==> src/rtl/alu_operand_loader_pkg.sv <==
// Shared definitions for the ALU operand loader: entry-stage encodings and
// the opcode map that the downstream ALU decodes.
package alu_operand_loader_pkg;

    // Entry FSM stages; values are driven straight onto the stage LEDs.
    typedef enum logic [1:0] {
        LOAD_X  = 2'd0,
        LOAD_Y  = 2'd1,
        LOAD_OP = 2'd2,
        READY   = 2'd3
    } stage_e;

    // Opcode map shared with the ALU.
    localparam logic [2:0] OP_ADD = 3'd0;
    localparam logic [2:0] OP_SUB = 3'd1;
    localparam logic [2:0] OP_NOT = 3'd2;
    localparam logic [2:0] OP_AND = 3'd3;
    localparam logic [2:0] OP_OR  = 3'd4;
    localparam logic [2:0] OP_XOR = 3'd5;
    localparam logic [2:0] OP_LT  = 3'd6;
    localparam logic [2:0] OP_EQ  = 3'd7;

    // Opcodes only use the low three switches; sw[3] is ignored.
    function automatic logic [2:0] opcode_of(input logic [3:0] sw);
        return sw[2:0];
    endfunction

endpackage

==> src/rtl/alu_operand_loader_debounce.sv <==
// Button conditioner: 2-flop synchroniser, stability counter and a
// registered one-cycle pulse on each accepted rising edge of the stable level.
module btn_debounce #(
    parameter int unsigned DEBOUNCE_CYCLES = 1000000,
    parameter int unsigned CNT_W           = 20
) (
    input  logic clk,
    input  logic rst_n,
    input  logic btn_raw,
    output logic rise_pulse
);

    logic             meta_q, meta_d;
    logic             sync_q, sync_d;
    logic [CNT_W-1:0] cnt_q, cnt_d;
    logic             stable_q, stable_d;
    logic             rise_q, rise_d;

    // Synchroniser chain and debounce counter next-state.
    always_comb begin
        meta_d   = btn_raw;
        sync_d   = meta_q;
        cnt_d    = cnt_q;
        stable_d = stable_q;
        if (sync_q == stable_q) begin
            cnt_d = '0;
        end else if (cnt_q == CNT_W'(DEBOUNCE_CYCLES - 1)) begin
            stable_d = sync_q;
            cnt_d    = '0;
        end else begin
            cnt_d = cnt_q + CNT_W'(1);
        end
        // Pulse is registered, so it appears the cycle after the stable rise.
        rise_d = stable_d & ~stable_q;
    end

    // Conditioner state registers.
    always_ff @(posedge clk or negedge rst_n) begin
        if (!rst_n) begin
            meta_q   <= 1'b0;
            sync_q   <= 1'b0;
            cnt_q    <= '0;
            stable_q <= 1'b0;
            rise_q   <= 1'b0;
        end else begin
            meta_q   <= meta_d;
            sync_q   <= sync_d;
            cnt_q    <= cnt_d;
            stable_q <= stable_d;
            rise_q   <= rise_d;
        end
    end

    assign rise_pulse = rise_q;

endmodule

==> src/rtl/alu_operand_loader.sv <==
// Operand entry stage: X, Y and opcode are keyed in on one switch bank with
// NEXT presses, staged, then committed to the ALU on a single edge.
module alu_operand_loader
    import alu_operand_loader_pkg::*;
#(
    parameter int unsigned DEBOUNCE_CYCLES = 1000000,
    parameter int unsigned CNT_W           = 20
) (
    input  logic       clk,
    input  logic       rst,
    input  logic [3:0] sw,
    input  logic       btn_next_raw,
    input  logic       btn_clr_raw,
    output logic [3:0] x,
    output logic [3:0] y,
    output logic [2:0] select,
    output logic       op_valid,
    output logic       commit_pulse,
    output logic [1:0] stage
);

    logic rst_meta_q, rst_meta_d;
    logic rst_sync_q, rst_sync_d;
    logic rst_n_int;

    // Reset bridge: asserts asynchronously, releases two edges after rst rises.
    always_comb begin
        rst_meta_d = 1'b1;
        rst_sync_d = rst_meta_q;
    end

    // Reset bridge registers.
    always_ff @(posedge clk or negedge rst) begin
        if (!rst) begin
            rst_meta_q <= 1'b0;
            rst_sync_q <= 1'b0;
        end else begin
            rst_meta_q <= rst_meta_d;
            rst_sync_q <= rst_sync_d;
        end
    end

    assign rst_n_int = rst_sync_q;

    logic next_ev;
    logic clr_ev;

    btn_debounce #(
        .DEBOUNCE_CYCLES (DEBOUNCE_CYCLES),
        .CNT_W           (CNT_W)
    ) u_db_next (
        .clk        (clk),
        .rst_n      (rst_n_int),
        .btn_raw    (btn_next_raw),
        .rise_pulse (next_ev)
    );

    btn_debounce #(
        .DEBOUNCE_CYCLES (DEBOUNCE_CYCLES),
        .CNT_W           (CNT_W)
    ) u_db_clr (
        .clk        (clk),
        .rst_n      (rst_n_int),
        .btn_raw    (btn_clr_raw),
        .rise_pulse (clr_ev)
    );

    stage_e     stage_q, stage_d;
    logic [3:0] stg_x_q, stg_x_d;
    logic [3:0] stg_y_q, stg_y_d;
    logic [3:0] x_q, x_d;
    logic [3:0] y_q, y_d;
    logic [2:0] sel_q, sel_d;
    logic       valid_q, valid_d;
    logic       pulse_q, pulse_d;

    // Entry FSM next-state; CLEAR takes priority over a coincident NEXT.
    // The opcode is not staged: it goes straight to select on the commit edge.
    always_comb begin
        stage_d = stage_q;
        stg_x_d = stg_x_q;
        stg_y_d = stg_y_q;
        x_d     = x_q;
        y_d     = y_q;
        sel_d   = sel_q;
        valid_d = valid_q;
        pulse_d = 1'b0;
        if (clr_ev) begin
            stage_d = LOAD_X;
            stg_x_d = '0;
            stg_y_d = '0;
            x_d     = '0;
            y_d     = '0;
            sel_d   = '0;
            valid_d = 1'b0;
        end else if (next_ev) begin
            case (stage_q)
                LOAD_X: begin
                    stg_x_d = sw;
                    stage_d = LOAD_Y;
                end
                LOAD_Y: begin
                    stg_y_d = sw;
                    stage_d = LOAD_OP;
                end
                LOAD_OP: begin
                    x_d     = stg_x_q;
                    y_d     = stg_y_q;
                    sel_d   = opcode_of(sw);
                    valid_d = 1'b1;
                    pulse_d = 1'b1;
                    stage_d = READY;
                end
                READY: begin
                    stage_d = LOAD_X;
                end
                default: begin
                    stage_d = LOAD_X;
                end
            endcase
        end
    end

    // Entry FSM and committed-operation registers.
    always_ff @(posedge clk or negedge rst_n_int) begin
        if (!rst_n_int) begin
            stage_q <= LOAD_X;
            stg_x_q <= '0;
            stg_y_q <= '0;
            x_q     <= '0;
            y_q     <= '0;
            sel_q   <= '0;
            valid_q <= 1'b0;
            pulse_q <= 1'b0;
        end else begin
            stage_q <= stage_d;
            stg_x_q <= stg_x_d;
            stg_y_q <= stg_y_d;
            x_q     <= x_d;
            y_q     <= y_d;
            sel_q   <= sel_d;
            valid_q <= valid_d;
            pulse_q <= pulse_d;
        end
    end

    assign x            = x_q;
    assign y            = y_q;
    assign select       = sel_q;
    assign op_valid     = valid_q;
    assign commit_pulse = pulse_q;
    assign stage        = stage_q;

endmodule

==> config.mk <==
export PLATFORM = sky130hd
export DESIGN_NAME = alu_operand_loader
export DESIGN_NICKNAME = d
export VERILOG_FILES = /design/src/rtl/alu_operand_loader_pkg.sv /design/src/rtl/alu_operand_loader_debounce.sv /design/src/rtl/alu_operand_loader.sv
export SDC_FILE = /design/constraint.sdc
export NUM_CORES = 1
export LEC_CHECK = 0
export BUFFER_PORTS_ARGS = -buffer_cell sky130_fd_sc_hd__buf_2
export CORE_MARGIN = 3
export CORE_UTILIZATION = 35
export DETAILED_ROUTE_END_ITERATION = 8
export PLACE_DENSITY = 0.48
export SYNTH_ARGS = -nofsm -noshare
export SYNTH_HDL_FRONTEND = slang
export SYNTH_SLANG_ARGS = --single-unit
==> constraint.sdc <==
create_clock -name clk -period 6.98 [get_ports clk]
set_clock_uncertainty 0.15 [all_clocks]
set_input_delay 0.698 -clock clk [delete_from_list [all_inputs] [get_ports clk]]
set_output_delay 0.698 -clock clk [all_outputs]
set_load 0.05 [all_outputs]
======== Word level (Yosys, flattened, before mapping) ========
Cells that the tools add are included.
storage, ports and cells
  register bits after elaboration ......... 73
  bits of input ports ..................... 8
  output and inout port bits .............. 15
cells by class
  add/sub/neg operators ................... 2
  equality and inequality tests ........... 7
  muxes and demuxes ....................... 32
  bitwise logic cells ..................... 4
  reduce and logical (&&, ||, !) cells .... 8
operators with widths
  operator               count
  $mux 20                4
  $mux 4                 12
  $add 20x1->20 const B  2
  $eq 20x20->1 const B   2
  $mux 1                 10
  $mux 3                 3
  $pmux 2 s4             1
  $reduce_bool 2->1      4
  $reduce_and 2->1       3
  $eq 2x2->1 const B     2
  $mux 2                 2
  $and 1x1->1            2
  $eq 1x1->1             2
  $eq 2x1->1 const B     1
  $logic_not 2->1        1
  $not 1->1              2

======== Depth between registers and ports, before layout ========
  depth in word-level cells ............... 4
  gate-level depth with buffers ........... 6
  depth with buffers taken out ............ 5

======== Modules after synthesis ========
From an unflattened synthesis, not the netlist that was laid out.
second synthesis, totals
  cell total of the unflattened synthesis .. 323
  area, all modules ....................... 3399.5 sq um
modules (own cells, without submodules)
  module              instances  cells an instance  area each (sq um)
  btn_debounce        2          116                1136.1
  alu_operand_loader  1          91                 1127.3

======== Worst setup path before layout ========
No wires, ideal clock.
  kind .................................... flip-flop to flip-flop
  start ................................... register u_db_clr.cnt_q[0]
  end ..................................... register u_db_clr.cnt_q[18]
  library setup time ...................... 0.078 ns
  arrival time ............................ 1.871 ns
  setup slack ............................. 4.881 ns
  stages on the path, launching flop included .. 7
  buffers on the path ..................... 1
  period minus slack after synthesis ...... 2.099 ns
  cell sequence ........................... dfrtp_1 ha_1 nand2_1 or4_1 buf_2 or4_1 a21oi_1
between the ends
  word-level cells in the longest chain between the ends .. 3
ends and longest elaborated chain
  what                                           RTL line                                                              RTL
  start, declared                                alu_operand_loader_debounce.sv:15                                     logic [CNT_W-1:0] cnt_q, cnt_d;
  start signal, assigned                         alu_operand_loader_debounce.sv:48                                     cnt_q <= cnt_d;
  $add 20x1->20 or $eq 20x20->1 (tied branches)  alu_operand_loader_debounce.sv:31, alu_operand_loader_debounce.sv:27
  $mux 20 *                                      alu_operand_loader_debounce.sv:27                                     end else if (cnt_q == CNT_W'(DEBOUNCE_CYCLES - 1)) begin
  $mux 20 *                                      alu_operand_loader_debounce.sv:25                                     if (sync_q == stable_q) begin
  via u_db_clr.cnt_d[18]                         alu_operand_loader_debounce.sv:15
Mark *: on every way through the listed nets, which the timed path passes. The rest lies on a longest branch.
A chain may end at the register's enable or synchronous reset.

======== Worst setup path in the final report ========
  start ................................... register u_db_next.cnt_q[0]
  end ..................................... register u_db_next.cnt_q[18]
between the ends
  word-level cells in the longest chain between the ends .. 3
ends and longest elaborated chain
  what                                           RTL line
  start, declared                                alu_operand_loader_debounce.sv:15
  start signal, assigned                         alu_operand_loader_debounce.sv:48
  $add 20x1->20 or $eq 20x20->1 (tied branches)  alu_operand_loader_debounce.sv:31, alu_operand_loader_debounce.sv:27
  $mux 20 *                                      alu_operand_loader_debounce.sv:27
  $mux 20 *                                      alu_operand_loader_debounce.sv:25
  via u_db_next.cnt_d[18]                        alu_operand_loader_debounce.sv:15
Marked as above.

==> flow_metrics.py <==
metrics = {
    "synthesis": {
        "synth.net_count": 349,
        "yosys.area.top_type_share": 0.5581,
        "synthesis.yosys.warnings": 0,
        "yosysTopAreaCell": "dfrtp_1",
        "ys_seq_area_frac": 0.5581,
        "ys_top_cells_by_area": "dfrtp_1 56%, nand2_1 5.3%, a21oi_1 5.0%, xnor2_1 4.3%, nor2_1 4.0%",
        "syn_area_per_cell_um2": 9.741,
        "synth_edf_count": 0,
        "syn_inst": 336,
        "synth_area_um2": 3273,
        "ys.flop_type": "dfrtp_1",
        "synth_seq_cells": 73,
        "synthArstFlopShare": 1.000,
        "yosysUniqueCellTypes": 37,
    },
    "sta": {
        "tns_ns": 0,
        "hold_violations": 0,
        "max_freq_ghz": 0.4250,
        "relSlewSlack": 0.4924,
        "slew_viol_final": 0,
        "finalSetupViolations": 0,
        "grt_setup_unrepaired": "no",
        "worst_slew_pin_slew_ns": 0.7613,
        "finalCritPeriodShare": 0.3371,
        "fin_crit_ns": 2.353,
    },
    "hold_path": {
        "holdCritPathClass": "reg -> reg",
        "hold_end": "rst_n_int",
        "hp-start": "rst_meta_q",
        "hold_depth": 0,
    },
    "flow_run": {
        "drv_cap": 0,
    },
    "critical_path": {
        "timing.rr.start": "u_db_next.cnt_q[0]",
        "reg2reg_to": "u_db_next.cnt_q[18]",
        "r2r_slack_ns": 4.63,
        "worstRegToRegCells": 5,
        "path_max_fanout": 5,
        "worst-setup-path-type": "reg -> reg",
        "worst_ep_required_time_ns": 7.11,
        "crit_path_start_kind": "register",
        "critPathCaptureType": "register",
        "crit_arrival_ns": 2.48,
    },
    "grt": {
        "antenna_found_initial": 0,
        "grt_pass1_wl_um": 10820,
        "grt_max_degree": 62,
        "grt_pass1_vias": 2212,
        "grt_use_total": 0.1311,
        "grt.overflow.total": 0,
    },
    "power_and_ir_drop": {
        "powerDensity_nw_per_um2": 222.3,
        "p_leak_nw": 1.564,
        "p_comb_frac": 0.027,
        "pwr-share-clk": 0.455,
        "p_switching_w": 0.0001938,
        "p_int_w": 0.0006380,
        "switching_share": 0.2329,
        "peakVddDrop_mv": 0.08875,
        "power_frac_seq": 0.518,
    },
    "floorplanning": {
        "dieArea_um2": 10550,
        "die_h_um": 102.7,
        "start_util": 0.3681,
        "fp.coreArea_um2": 8891,
        "io_pins": 23,
        "die_w_um": 102.7,
        "rows": 34,
    },
    "drt": {
        "routed-via-count": 2357,
        "drt_iter0_drc": 69,
        "drt-pass1-iter-count": 4,
        "ant_nets": 0,
        "avgRoutedWirePerCell_um": 13.13,
        "avgViaCountPerCell": 4.973,
        "drt_wl_total_um": 6224,
        "drcViolationCount": 0,
    },
    "layout": {
        "final_common_cell": "dfrtp_1",
        "drive_gt1_frac": 0.1530,
        "final_util": 0.4208,
        "syn_to_final_growth_pct": 14.30,
        "fin_nets": 374,
        "fillers": 892,
        "diodes": 0,
        "multiInputGateArea_um2": 1348,
        "layout_common_cells": "72 x dfrtp_1, 46 x nand2_1, 35 x nor2_1",
        "ff_latch_area_um2": 1828,
    },
    "clocking": {
        "htree_num_levels": 3,
        "cts_tree": "built",
        "ctsResizeCount": 0,
        "insertion_delay_ns": 0.35,
        "cts_buffer_depth": 2,
        "numCtsBuffers": 9,
        "cts-root-buf": "clkbuf_8",
        "clock_sinks": 73,
        "clkSlewWorstSetupHoldPaths_ns": 0.09,
    },
    "placed_design": {
        "gp_congestion": 0.7577,
        "io_buffers": 22,
        "dpl.hpwl_um": 4087,
    },
    "outcome": {
        "status": "complete, no violations",
    },
}
==> flip-flops by register name, summed over array words and instances (netlist names), 2 cells and up <==
signal           flops
u_db_clr.cnt_q      20
u_db_next.cnt_q     20
stg_x_q              4
stg_y_q              4
x                    4
y                    4
select               3
stage                2
==> final cells by class <==
class	count	area share
flip-flops and latches	73	0.4886
multi-input cells	236	0.3602
repair buffers	27	0.04080
well taps	108	0.03612
clock buffers	9	0.03311
clock inverters	7	0.02709
inverters	14	0.01405
==> cell usage after synthesis (2+ instances only) <==
cell type / n
a21oi_1: 33
a31o_2: 2
and2_1: 2
and3_1: 4
buf_2: 2
clkbuf_1: 10
dfrtp_1: 73
ha_1: 5
inv_1: 14
mux2_2: 2
nand2_1: 46
nand3_1: 20
nand3b_1: 3
nand4_1: 8
nor2_1: 35
nor3_1: 6
nor4_1: 7
o21ai_0: 9
o31ai_1: 5
or2_2: 2
or3_1: 2
or3_2: 3
or4_1: 6
xnor2_1: 16
xor2_1: 9
==> critical path: stages (launching register included) <==
cell and delay (ns):
dfrtp_1 0.37, ha_1 0.22, nand2_1 0.13, nor4_1 0.63, or4b_2 0.63, a21oi_1 0.16
==> per-layer routing <==
layer	vias up	GRT usage	wire length (µm)
met3	5	0.03924	189
met1	1122	0.1862	3211
met5	-	0	0
met4	0	0.03935	56
li1	1199	-	-
met2	31	0.1931	2766
==> worst max path at each step <==
stage	slack (ns)	startpoint	end	cells past startpoint
2_1_floorplan	4.65	rst_n_int	commit_pulse	0
3_3_place_gp	4.72	u_db_next.cnt_q[0]	u_db_next.cnt_q[18]	5
3_5_place_dp	4.66	u_db_next.cnt_q[0]	u_db_next.cnt_q[18]	5
4_1_cts	4.65	u_db_next.cnt_q[0]	u_db_next.cnt_q[18]	5
5_1_grt	4.49	u_db_next.cnt_q[0]	u_db_next.cnt_q[18]	5
6_report	4.63	u_db_next.cnt_q[0]	u_db_next.cnt_q[18]	5
==> through the flow <==
step / hold slack (ns) / cells / setup WS, ns / power, W / instance area (µm²)
2_1_floorplan: 0.1812 / 336 / 4.647 / 0.0004525 / 3273
3_3_place_gp: -0.01884 / 456 / 4.721 / 0.0004619 / 3496
3_5_place_dp: -0.01432 / 456 / 4.657 / 0.0004624 / 3496
4_1_cts: 0.2052 / 474 / 4.647 / 0.0008450 / 3741
5_1_grt: 0.2152 / 474 / 4.486 / 0.0008681 / 3741
6_report: 0.2027 / 474 / 4.627 / 0.0008318 / 3741
==> power by group through the flow <==
stage	registers [W]	logic (W)	clock network, W
floorplan	0.000444	0.00000831	0
global placement	0.000440	0.0000218	0
detailed placement	0.000441	0.0000218	0
CTS	0.000431	0.0000239	0.000390
global route	0.000432	0.0000269	0.000410
finish	0.000431	0.0000226	0.000378
==> cell families after synthesis <==
kind of cell | after synthesis | synth area share
muxes | 3 | 0.009938
adders and majority gates | 5 | 0.01911
other | 1 | 0.001146
xor gates and xnor gates | 25 | 0.06690
and+or+nand+nor | 153 | 0.2320
buffers and inverters | 27 | 0.03173
AOI/OAI and AO/OA | 49 | 0.08104
DFF | 73 | 0.5581
==> what timing repair did <==
action | 4_1_cts | 5_1_grt
endpoints found under the hold margin | 12 | 0
hold buffers | 2 | 0
buffers inserted | 0 | 0
(Power assumes the default switching activity.)
